<file path="src/rtl/fifo_uart_tx.sv">
// fifo_uart_tx: 8N1 UART transmitter that drains an 8-bit synchronous FIFO.
// While the FIFO is non-empty and the line is idle it pops one byte and shifts
// it out as start bit, 8 data bits LSB first, then stop bit, with each bit held
// for CLKS_PER_BIT clocks. Consecutive frames run back-to-back when more data
// is waiting at the end of a stop bit.
//
// Parameters:
//   CLKS_PER_BIT  clocks per serial bit, legal range 2..65535
// Ports:
//   clk         in   single rising-edge clock
//   rst         in   asynchronous active-high reset
//   fifo_empty  in   FIFO empty flag
//   fifo_data   in   FIFO read data, valid the cycle after fifo_rd_en
//   fifo_rd_en  out  one-cycle pop request
//   tx          out  registered serial line, idles high
//   busy        out  high from the pop cycle through the last stop-bit cycle
module fifo_uart_tx #(
  parameter int unsigned CLKS_PER_BIT = 4
) (
  input  logic       clk,
  input  logic       rst,
  input  logic       fifo_empty,
  input  logic [7:0] fifo_data,
  output logic       fifo_rd_en,
  output logic       tx,
  output logic       busy
);

  localparam int unsigned TW = (CLKS_PER_BIT > 1) ? $clog2(CLKS_PER_BIT) : 1;
  localparam logic [TW-1:0] LAST = TW'(CLKS_PER_BIT - 1);

  typedef enum logic [2:0] {
    S_IDLE,
    S_POP,
    S_LOAD,
    S_START,
    S_DATA,
    S_STOP
  } state_t;

  state_t          r_state, w_state_next;
  logic [TW-1:0]   r_timer, w_timer_next;
  logic [2:0]      r_idx,   w_idx_next;
  logic [7:0]      r_shift, w_shift_next;
  logic            r_tx,    w_tx_next;
  logic            w_bit_done;
  logic [TW-1:0]   w_timer_inc;

  assign w_bit_done  = (r_timer == LAST);
  assign w_timer_inc = w_bit_done ? '0 : r_timer + TW'(1);

  always_ff @(posedge clk or posedge rst) begin
    if (rst) begin
      r_state <= S_IDLE;
      r_timer <= '0;
      r_idx   <= '0;
      r_shift <= '0;
      r_tx    <= 1'b1;
    end else begin
      r_state <= w_state_next;
      r_timer <= w_timer_next;
      r_idx   <= w_idx_next;
      r_shift <= w_shift_next;
      r_tx    <= w_tx_next;
    end
  end

  // The line level is computed for the upcoming state so the registered tx
  // changes on the same edge as the state it belongs to.
  always_comb begin
    w_state_next = r_state;
    w_timer_next = r_timer;
    w_idx_next   = r_idx;
    w_shift_next = r_shift;
    w_tx_next    = r_tx;
    case (r_state)
      S_IDLE: begin
        w_tx_next = 1'b1;
        if (!fifo_empty) begin
          w_state_next = S_POP;
        end
      end
      S_POP: begin
        w_tx_next    = 1'b1;
        w_state_next = S_LOAD;
      end
      S_LOAD: begin
        w_shift_next = fifo_data;
        w_timer_next = '0;
        w_idx_next   = '0;
        w_tx_next    = 1'b0;
        w_state_next = S_START;
      end
      S_START: begin
        w_timer_next = w_timer_inc;
        w_tx_next    = 1'b0;
        if (w_bit_done) begin
          w_idx_next   = '0;
          w_tx_next    = r_shift[0];
          w_state_next = S_DATA;
        end
      end
      S_DATA: begin
        w_timer_next = w_timer_inc;
        if (w_bit_done) begin
          w_shift_next = {1'b0, r_shift[7:1]};
          if (r_idx == 3'd7) begin
            w_tx_next    = 1'b1;
            w_state_next = S_STOP;
          end else begin
            w_idx_next = r_idx + 3'd1;
            w_tx_next  = r_shift[1];
          end
        end
      end
      S_STOP: begin
        w_timer_next = w_timer_inc;
        w_tx_next    = 1'b1;
        if (w_bit_done) begin
          w_state_next = fifo_empty ? S_IDLE : S_POP;
        end
      end
      default: begin
        w_tx_next    = 1'b1;
        w_state_next = S_IDLE;
      end
    endcase
  end

  assign fifo_rd_en = (r_state == S_POP);
  assign busy       = (r_state != S_IDLE);
  assign tx         = r_tx;

endmodule
</file>
<file path="config.mk">
export PLATFORM = sky130hd
export DESIGN_NAME = fifo_uart_tx
export DESIGN_NICKNAME = d
export VERILOG_FILES = /design/src/rtl/fifo_uart_tx.sv
export SDC_FILE = /design/constraint.sdc
export NUM_CORES = 1
export LEC_CHECK = 0
export CAP_MARGIN = 20
export CELL_PAD_IN_SITES_DETAIL_PLACEMENT = 1
export CELL_PAD_IN_SITES_GLOBAL_PLACEMENT = 1
export CORE_UTILIZATION = 30
export CTS_CLUSTER_DIAMETER = 50
export DETAILED_ROUTE_END_ITERATION = 16
export PLACE_DENSITY_LB_ADDON = 0.1
export SKIP_CTS_REPAIR_TIMING = 1
export SLEW_MARGIN = 30
export SYNTH_ARGS = -nofsm -noshare
export SYNTH_HDL_FRONTEND = slang
export SYNTH_SLANG_ARGS = --single-unit
export TNS_END_PERCENT = 50
</file>
<file path="constraint.sdc">
create_clock -name clk -period 2.6 [get_ports clk]
set_input_delay 0.52 -clock clk [delete_from_list [all_inputs] [get_ports clk]]
set_output_delay 0.52 -clock clk [all_outputs]
set_load 0.05 [all_outputs]
</file>
# Yosys cells after proc, flatten, opt, wreduce, memory -nomap -nowiden
# Cells that the tools add are included.
[totals]
reg_bits = 17
word_cells = 48
[op_classes]
n_addsub = 2
eq_ne = 13
muxes = 19
reduce_logical = 9
[op_table]
columns = ["operator", "n"]
rows = [
  ["3-bit two-way mux", 8],
  ["3-bit case mux with 6 select lines", 1],
  ["8-bit case mux with 2 select lines", 1],
  ["2-bit inequality test, second input constant", 6],
  ["3-bit equality test, second input constant", 3],
  ["3-bit case mux with 3 select lines", 1],
  ["8-bit two-way mux", 1],
  ["3-bit by 2-bit equality test with 1-bit output, second input constant", 2],
  ["3-bit nonzero test", 2],
  ["5-bit AND reduction", 1],
  ["1-bit two-way mux", 4],
  ["2-bit case mux with 2 select lines", 1],
  ["4-bit AND reduction", 1],
  ["2-bit nonzero test", 2],
  ["3-bit by 1-bit adder with 3-bit output, second input constant", 1],
  ["3-bit by 1-bit equality test with 1-bit output, second input constant", 1],
  ["3-bit zero test", 1],
  ["1-bit case mux with 3 select lines", 1],
  ["3-bit OR reduction", 1],
  ["2-bit by 1-bit adder with 2-bit output, second input constant", 1],
  ["2-bit equality test, second input constant", 1],
  ["2-bit two-way mux", 1],
  ["2-bit AND reduction", 1],
]

# Longest topological paths before layout
# Gate-level depths: netlist (run 1).
[logic_depth]
ltp_word = 4
mapped_depth = 5
depth_no_buf = 5

# Least setup slack after synthesis (run 1)
# Ideal clock, no wire load.
[synth_timing]
path_kind = "register to output"
startpoint = "register r_state[0]"
endpoint = "output port fifo_rd_en"
arrival_ps = 1873
required_time_ps = 2080
setup_slack_ps = 207
path_stages_with_launch = 4
path_cell_list = "dfrtp_1 -> buf_6 -> clkbuf_1 -> nor3b_1"
[synth_between]
elab_chain_len = 1
[synth_rtl]
columns = ["item", "line", "rtl"]
rows = [
  ["start, declared", "41", "state_t r_state, w_state_next;"],
  ["start signal, assigned", "60", "r_state <= w_state_next;"],
  ["3-bit by 1-bit equality test with 1-bit output", "130", "assign fifo_rd_en = (r_state == S_POP);"],
  ["end, declared", "24", "output logic fifo_rd_en,"],
]
# Every way passes these cells.

# Worst setup path after layout (run 1)
[layout_timing]
startpoint = "register r_state[2]"
endpoint = "output port busy"
[layout_between]
elab_chain_len = 1
[layout_rtl]
columns = ["item", "line", "rtl"]
rows = [
  ["3-bit nonzero test", "131", "assign busy = (r_state != S_IDLE);"],
  ["end, declared", "26", "output logic busy"],
]
# Every way passes these cells.

==> results of run 1 <==
[power breakdown]
group	internal (W)	switching [W]
logic	0.000289	0.000337
clock network	0.0000572	0.0000885
registers	0.000372	0.0000572
total	0.000719	0.000482
[sequential cells by signal, summed over array words and instances (netlist names)]
| register | count |
|---|---|
| r_state | 3 |
| r_shift | 8 |
| tx | 1 |
| r_timer | 2 |
| r_idx | 3 |
[cells by family (layout without fill, tap and decap cells)]
logic type | after synthesis | in the layout
adders and majority gates | 3 | 3
xor gates and xnor gates | 1 | 1
AOI/OAI and AO/OA | 15 | 15
buffers and inverters | 12 | 27
muxes | 17 | 17
DFF | 17 | 17
and+or+nand+nor | 23 | 23
[synth_stat cells (3+ instances only)]
cell type and instances:
inv_1 6, nor2b_1 3, mux2_2 10, mux2_4 5, ha_1 3, nand2_1 3, nor3b_1 4, clkbuf_1 3
nand3_1 3, nor3_1 3, o21ai_0 5, dfrtp_1 16
[final timing paths]
check / end / slack (ps) / start
hold / removal: r_shift[6] / 520 / r_shift[6]
setup reg to reg: r_shift[5] / 710 / r_timer[0]
setup / recovery: busy / 300 / r_state[2]
min in group asynchronous: r_idx[1] / 610 / rst
max in group asynchronous: r_state[0] / 1580 / rst
hold reg to reg: r_shift[6] / 520 / r_shift[6]
[layer usage]
metal | track usage | vias up | share of wire
li1 | - | 342 | -
met1 | 0.190 | 349 | 0.47
met2 | 0.211 | 9 | 0.49
met3 | 0.0393 | 2 | 0.031
met4 | 0.0306 | 0 | 0.0089
met5 | 0 | - | 0
[area by class of cell]
type | count | area (um^2)
Sequential cell | 17 | 427
Inverter | 6 | 22.5
Fill cell | 351 | 1900
Clock inverter | 1 | 5.00
Clock buffer | 3 | 22.5
Tap cell | 44 | 55.1
Timing Repair Buffer | 17 | 160
Multi-Input combinational cell | 59 | 488
[stage by stage]
step / area [um^2] / power [W] / instances / utilization
final: 1180 / 0.00120 / 147 / 0.383
after global routing: 1180 / 0.00131 / 147 / 0.383
after CTS: 1180 / 0.00122 / 147 / 0.383
after detailed placement: 1150 / 0.00107 / 143 / 0.374
after global placement: 1150 / 0.00105 / 143 / 0.374
after floorplan: 975 / 0.000909 / 88 / -
==> impl_metrics.tcl, run 1 <==
set metrics [dict create \
    status "finished, final reports clean" \
    synth_area_leader_cell "dfrtp_1" \
    reg2reg_depth 4 \
    path_cells "or3_1 -> clkdlybuf4s50_1" \
    clk_path_buf_depth 2 \
    antenna-diode-count 0 \
    cts.sinks 17 \
    synth_area_um2 975 \
    synth-seq-cells 17 \
    vias 702 \
    async_flop_share 1.00 \
    die_width_um 59 \
    yosys-top-cells-area "dfrtp_1, mux2_2, mux2_4" \
    cts_made_buffers 3 \
    tritoncts "built" \
    cpMaxStageDelayCell "clkdlybuf4s50_1" \
    power_density_mw_per_mm2 1020 \
    synth_top_area_frac 0.411 \
    min_path_type "reg2reg" \
    grt_pass1_wl_um 3560 \
    min_period_ps 2300 \
    rsz0062_at_grt "false" \
    antenna_found_initial 0 \
    clock-root-buffer "clkbuf_4" \
    mostFrequentLayoutCell "dfrtp_1" \
    die_area_mm2 0.00348 \
    hpwl_um 1410 \
    slew_viol_final 0 \
    hold_viol 0 \
    setup_tns_ps 0 \
    synthCells 88 \
    finalCritPeriodShare 0.883 \
    start_util 0.317 \
    area_growth_pct 21.1 \
    die_y_um 59 \
    cp.depth 2 \
    ys.flop_type "dfrtp_1" \
    wire_per_inst_um 13.0 \
    port_buffers 13 \
    fin_skew_ps 2.09 \
    grt_pass1_vias 737 \
    dp_slack_ps 629 \
    ir_worst_vdd_v 0.000350 \
    wirelength_um 1900 \
    rows 20 \
    final_cell_mix "dfrtp_1, clkdlybuf4s50_1, mux2_2" \
    drtPass1Iterations 3 \
    synthAdderAreaFrac 0.0385 \
    coreArea_mm2 0.00308 \
    setup_violations 0 \
    max_stage_delay_ps 700 \
    cp.required_ps 2080 \
    nNetsFinal 118 \
    worst_ep_arrival_time_ps 1780 \
    synth.area.mux_share 0.213 \
    finalWorstSetupSlack_ps 304 \
    cap_violations 0 \
    hold_path_depth 1 \
    synth-simple-area-share 0.136 \
    synth_seq_area_share 0.438 \
    cts_max_level 1 \
    path_clk_slew_ps 110 \
    synth_cell_types 28 \
    critPathTopFamily "buffers and inverters" \
    hold-worst-slack_ps 518 \
    gp_congestion 0.701 \
    drive_above_1_share 0.243 \
    synth_compound_area_frac 0.104 \
    power_leakage_nw 0.506 \
    endpoint_kind "output pin" \
    tightest_slew_ps 647 \
    synth_edf_count 0 \
    synth_nets 102 \
    crit_type "reg2out" \
    grt-ovfl-total 0 \
    cp_max_fo 3 \
    yosysWarnings 0 \
    synth_xor_area_frac 0.00899 \
    route.antenna.remaining_nets 0 \
    routed_via_density 4.78 \
    crit_buf_inv 1 \
    clock.fmax_mhz 436 \
    synth_top_family_by_area "multiplexers" \
    grt_start_max_net_pins 18 \
    top_level_ports 14 \
    route.detailed.drc 0 \
    grt_util_all_layers 0.137 \
    synth_area_per_cell_um2 11.1 \
    drtIter0Drc 20 \
    slew_headroom 0.568 \
    clk_latency_ps 290 \
    cp-start-kind "register" \
]
Note: power is estimated with default switching activity, not from simulation.
==> inputs of run 2 (changes only) <==
- ABC_CLOCK_PERIOD_IN_PS: not set -> 2600
==> results of run 2 <==
No change in the layout: final DEF, timing and power equal those of run 1.
==> inputs of run 3 (changes only) <==
- CORE_MARGIN: not set -> 2
==> impl_metrics.tcl, run 3 (synthesis results as in run 1) <==
set metrics [dict create \
    clock-root-buffer "clkbuf_4" \
    reg.largest.list "r_shift x8, r_idx x3, r_state x3" \
    gp_congestion 0.696 \
    hold-worst-slack_ps 514 \
    wire_per_inst_um 13.5 \
    cts.sinks 17 \
    cap_violations 0 \
    wl_met3_um 44 \
    vias 707 \
    min_period_ps 2290 \
    placedCellCount 143 \
    wirelength_um 1980 \
    top_register "r_shift" \
    met1_length_um 972 \
    total_power_w 0.00120 \
    grt_start_max_net_pins 18 \
    top_layer "met4" \
    clk_path_buf_depth 2 \
    antenna_found_initial 0 \
    clock.fmax_mhz 438 \
    slew_viol_final 0 \
    dp_slack_ps 641 \
    min_path_type "reg2reg" \
    tightest_slew_ps 679 \
    multiInputGateArea_um2 488 \
    endpoint_kind "output pin" \
    cp-start-kind "register" \
    grt-ovfl-total 0 \
    regToRegEndpoint "r_shift[5]" \
    largest_reg_flops 8 \
    route.antenna.remaining_nets 0 \
    power_leakage_nw 0.506 \
    start_util 0.317 \
    hold_path_startpoint "r_shift[5]" \
    cts_max_level 1 \
    hold_path_depth 1 \
    hpwl_um 1380 \
    rsz0062_at_grt "false" \
    tritoncts "built" \
    status "finished, final reports clean" \
    worst_ep_arrival_time_ps 1770 \
    cts_made_buffers 3 \
    mostFrequentLayoutCell "dfrtp_1" \
    wl_met2_um 920 \
    finalCritPeriodShare 0.879 \
    drtIter0Drc 9 \
    final_cell_mix "dfrtp_1, clkdlybuf4s50_1, mux2_2" \
    fin_cells 147 \
    nNetsFinal 118 \
    die_y_um 61 \
    r2r_slack_ps 690 \
    grt_pass1_vias 691 \
    grt_pass1_wl_um 3330 \
    fillCellCount 349 \
    coreArea_mm2 0.00308 \
    setup_tns_ps 0 \
    finalWorstSetupSlack_ps 315 \
    power_density_mw_per_mm2 1020 \
    slew_headroom 0.547 \
    drtPass1Iterations 3 \
    area_growth_pct 21.1 \
    grt_util_all_layers 0.124 \
    die_width_um 61 \
    top_level_ports 14 \
    routed_via_density 4.81 \
    crit_type "reg2out" \
    cp.required_ps 2080 \
    antenna-diode-count 0 \
    r2r_start "r_timer[0]" \
    port_buffers 13 \
    clk_latency_ps 300 \
    drive_above_1_share 0.243 \
    rows 20 \
    route.detailed.drc 0 \
    hold_viol 0 \
    holdPathEnd "r_shift[5]" \
    die_area_mm2 0.00372 \
    setup_violations 0 \
    ir_worst_vdd_v 0.000409 \
    reg2reg_depth 4 \
    seq_area_um2 427 \
    path_clk_slew_ps 110 \
    cp_max_fo 3 \
    fin_skew_ps 7.38 \
]
run 3: cell counts in the layout (fill, tap and decap cells not counted):
Identical to the previous run, type by type.
run 3: power by group:
| part | internal [W] | leakage [nW] | switching, W | total, W |
|---|---|---|---|---|
| sequential | 0.000372 | 0.207 | 0.0000567 | 0.000429 |
| combinational | 0.000289 | 0.281 | 0.000336 | 0.000625 |
| clock | 0.0000573 | 0.0177 | 0.0000919 | 0.000149 |
| total | 0.000718 | 0.506 | 0.000485 | 0.00120 |
run 3: through the flow:
step | util | cell area, um^2
2_1_floorplan | - | 975
3_3_place_gp | 0.374 | 1150
3_5_place_dp | 0.374 | 1150
4_1_cts | 0.383 | 1180
5_1_grt | 0.383 | 1180
6_report | 0.383 | 1180
run 3: area by class of cell:
type,instances,area share
Inverter,6,0.0191
Clock buffer,3,0.0191
Multi-Input combinational cell,59,0.414
Tap cell,44,0.0467
Sequential cell,17,0.362
Clock inverter,1,0.00424
Timing Repair Buffer,17,0.136
run 3: worst max-delay path, cell delays in order, from the launching register on:
cell and delay, ps:
dfrtp_1 410, or3_1 370, clkdlybuf4s50_1 700
run 3: per-layer routing:
layer  global-route usage  vias to the layer above
li1                     -                      343
met1                0.169                      353
met2                0.189                        7
met3               0.0192                        4
met4               0.0652                        0
met5                    0                        -
run 3: worst max-delay path by stage:
stage,start,end,cells after the start
6_report,r_state[2],busy,2
5_1_grt,r_state[2],busy,2
4_1_cts,r_state[2],busy,2
3_5_place_dp,r_state[2],busy,2
3_3_place_gp,r_state[2],busy,2
2_1_floorplan,r_state[0],fifo_rd_en,3
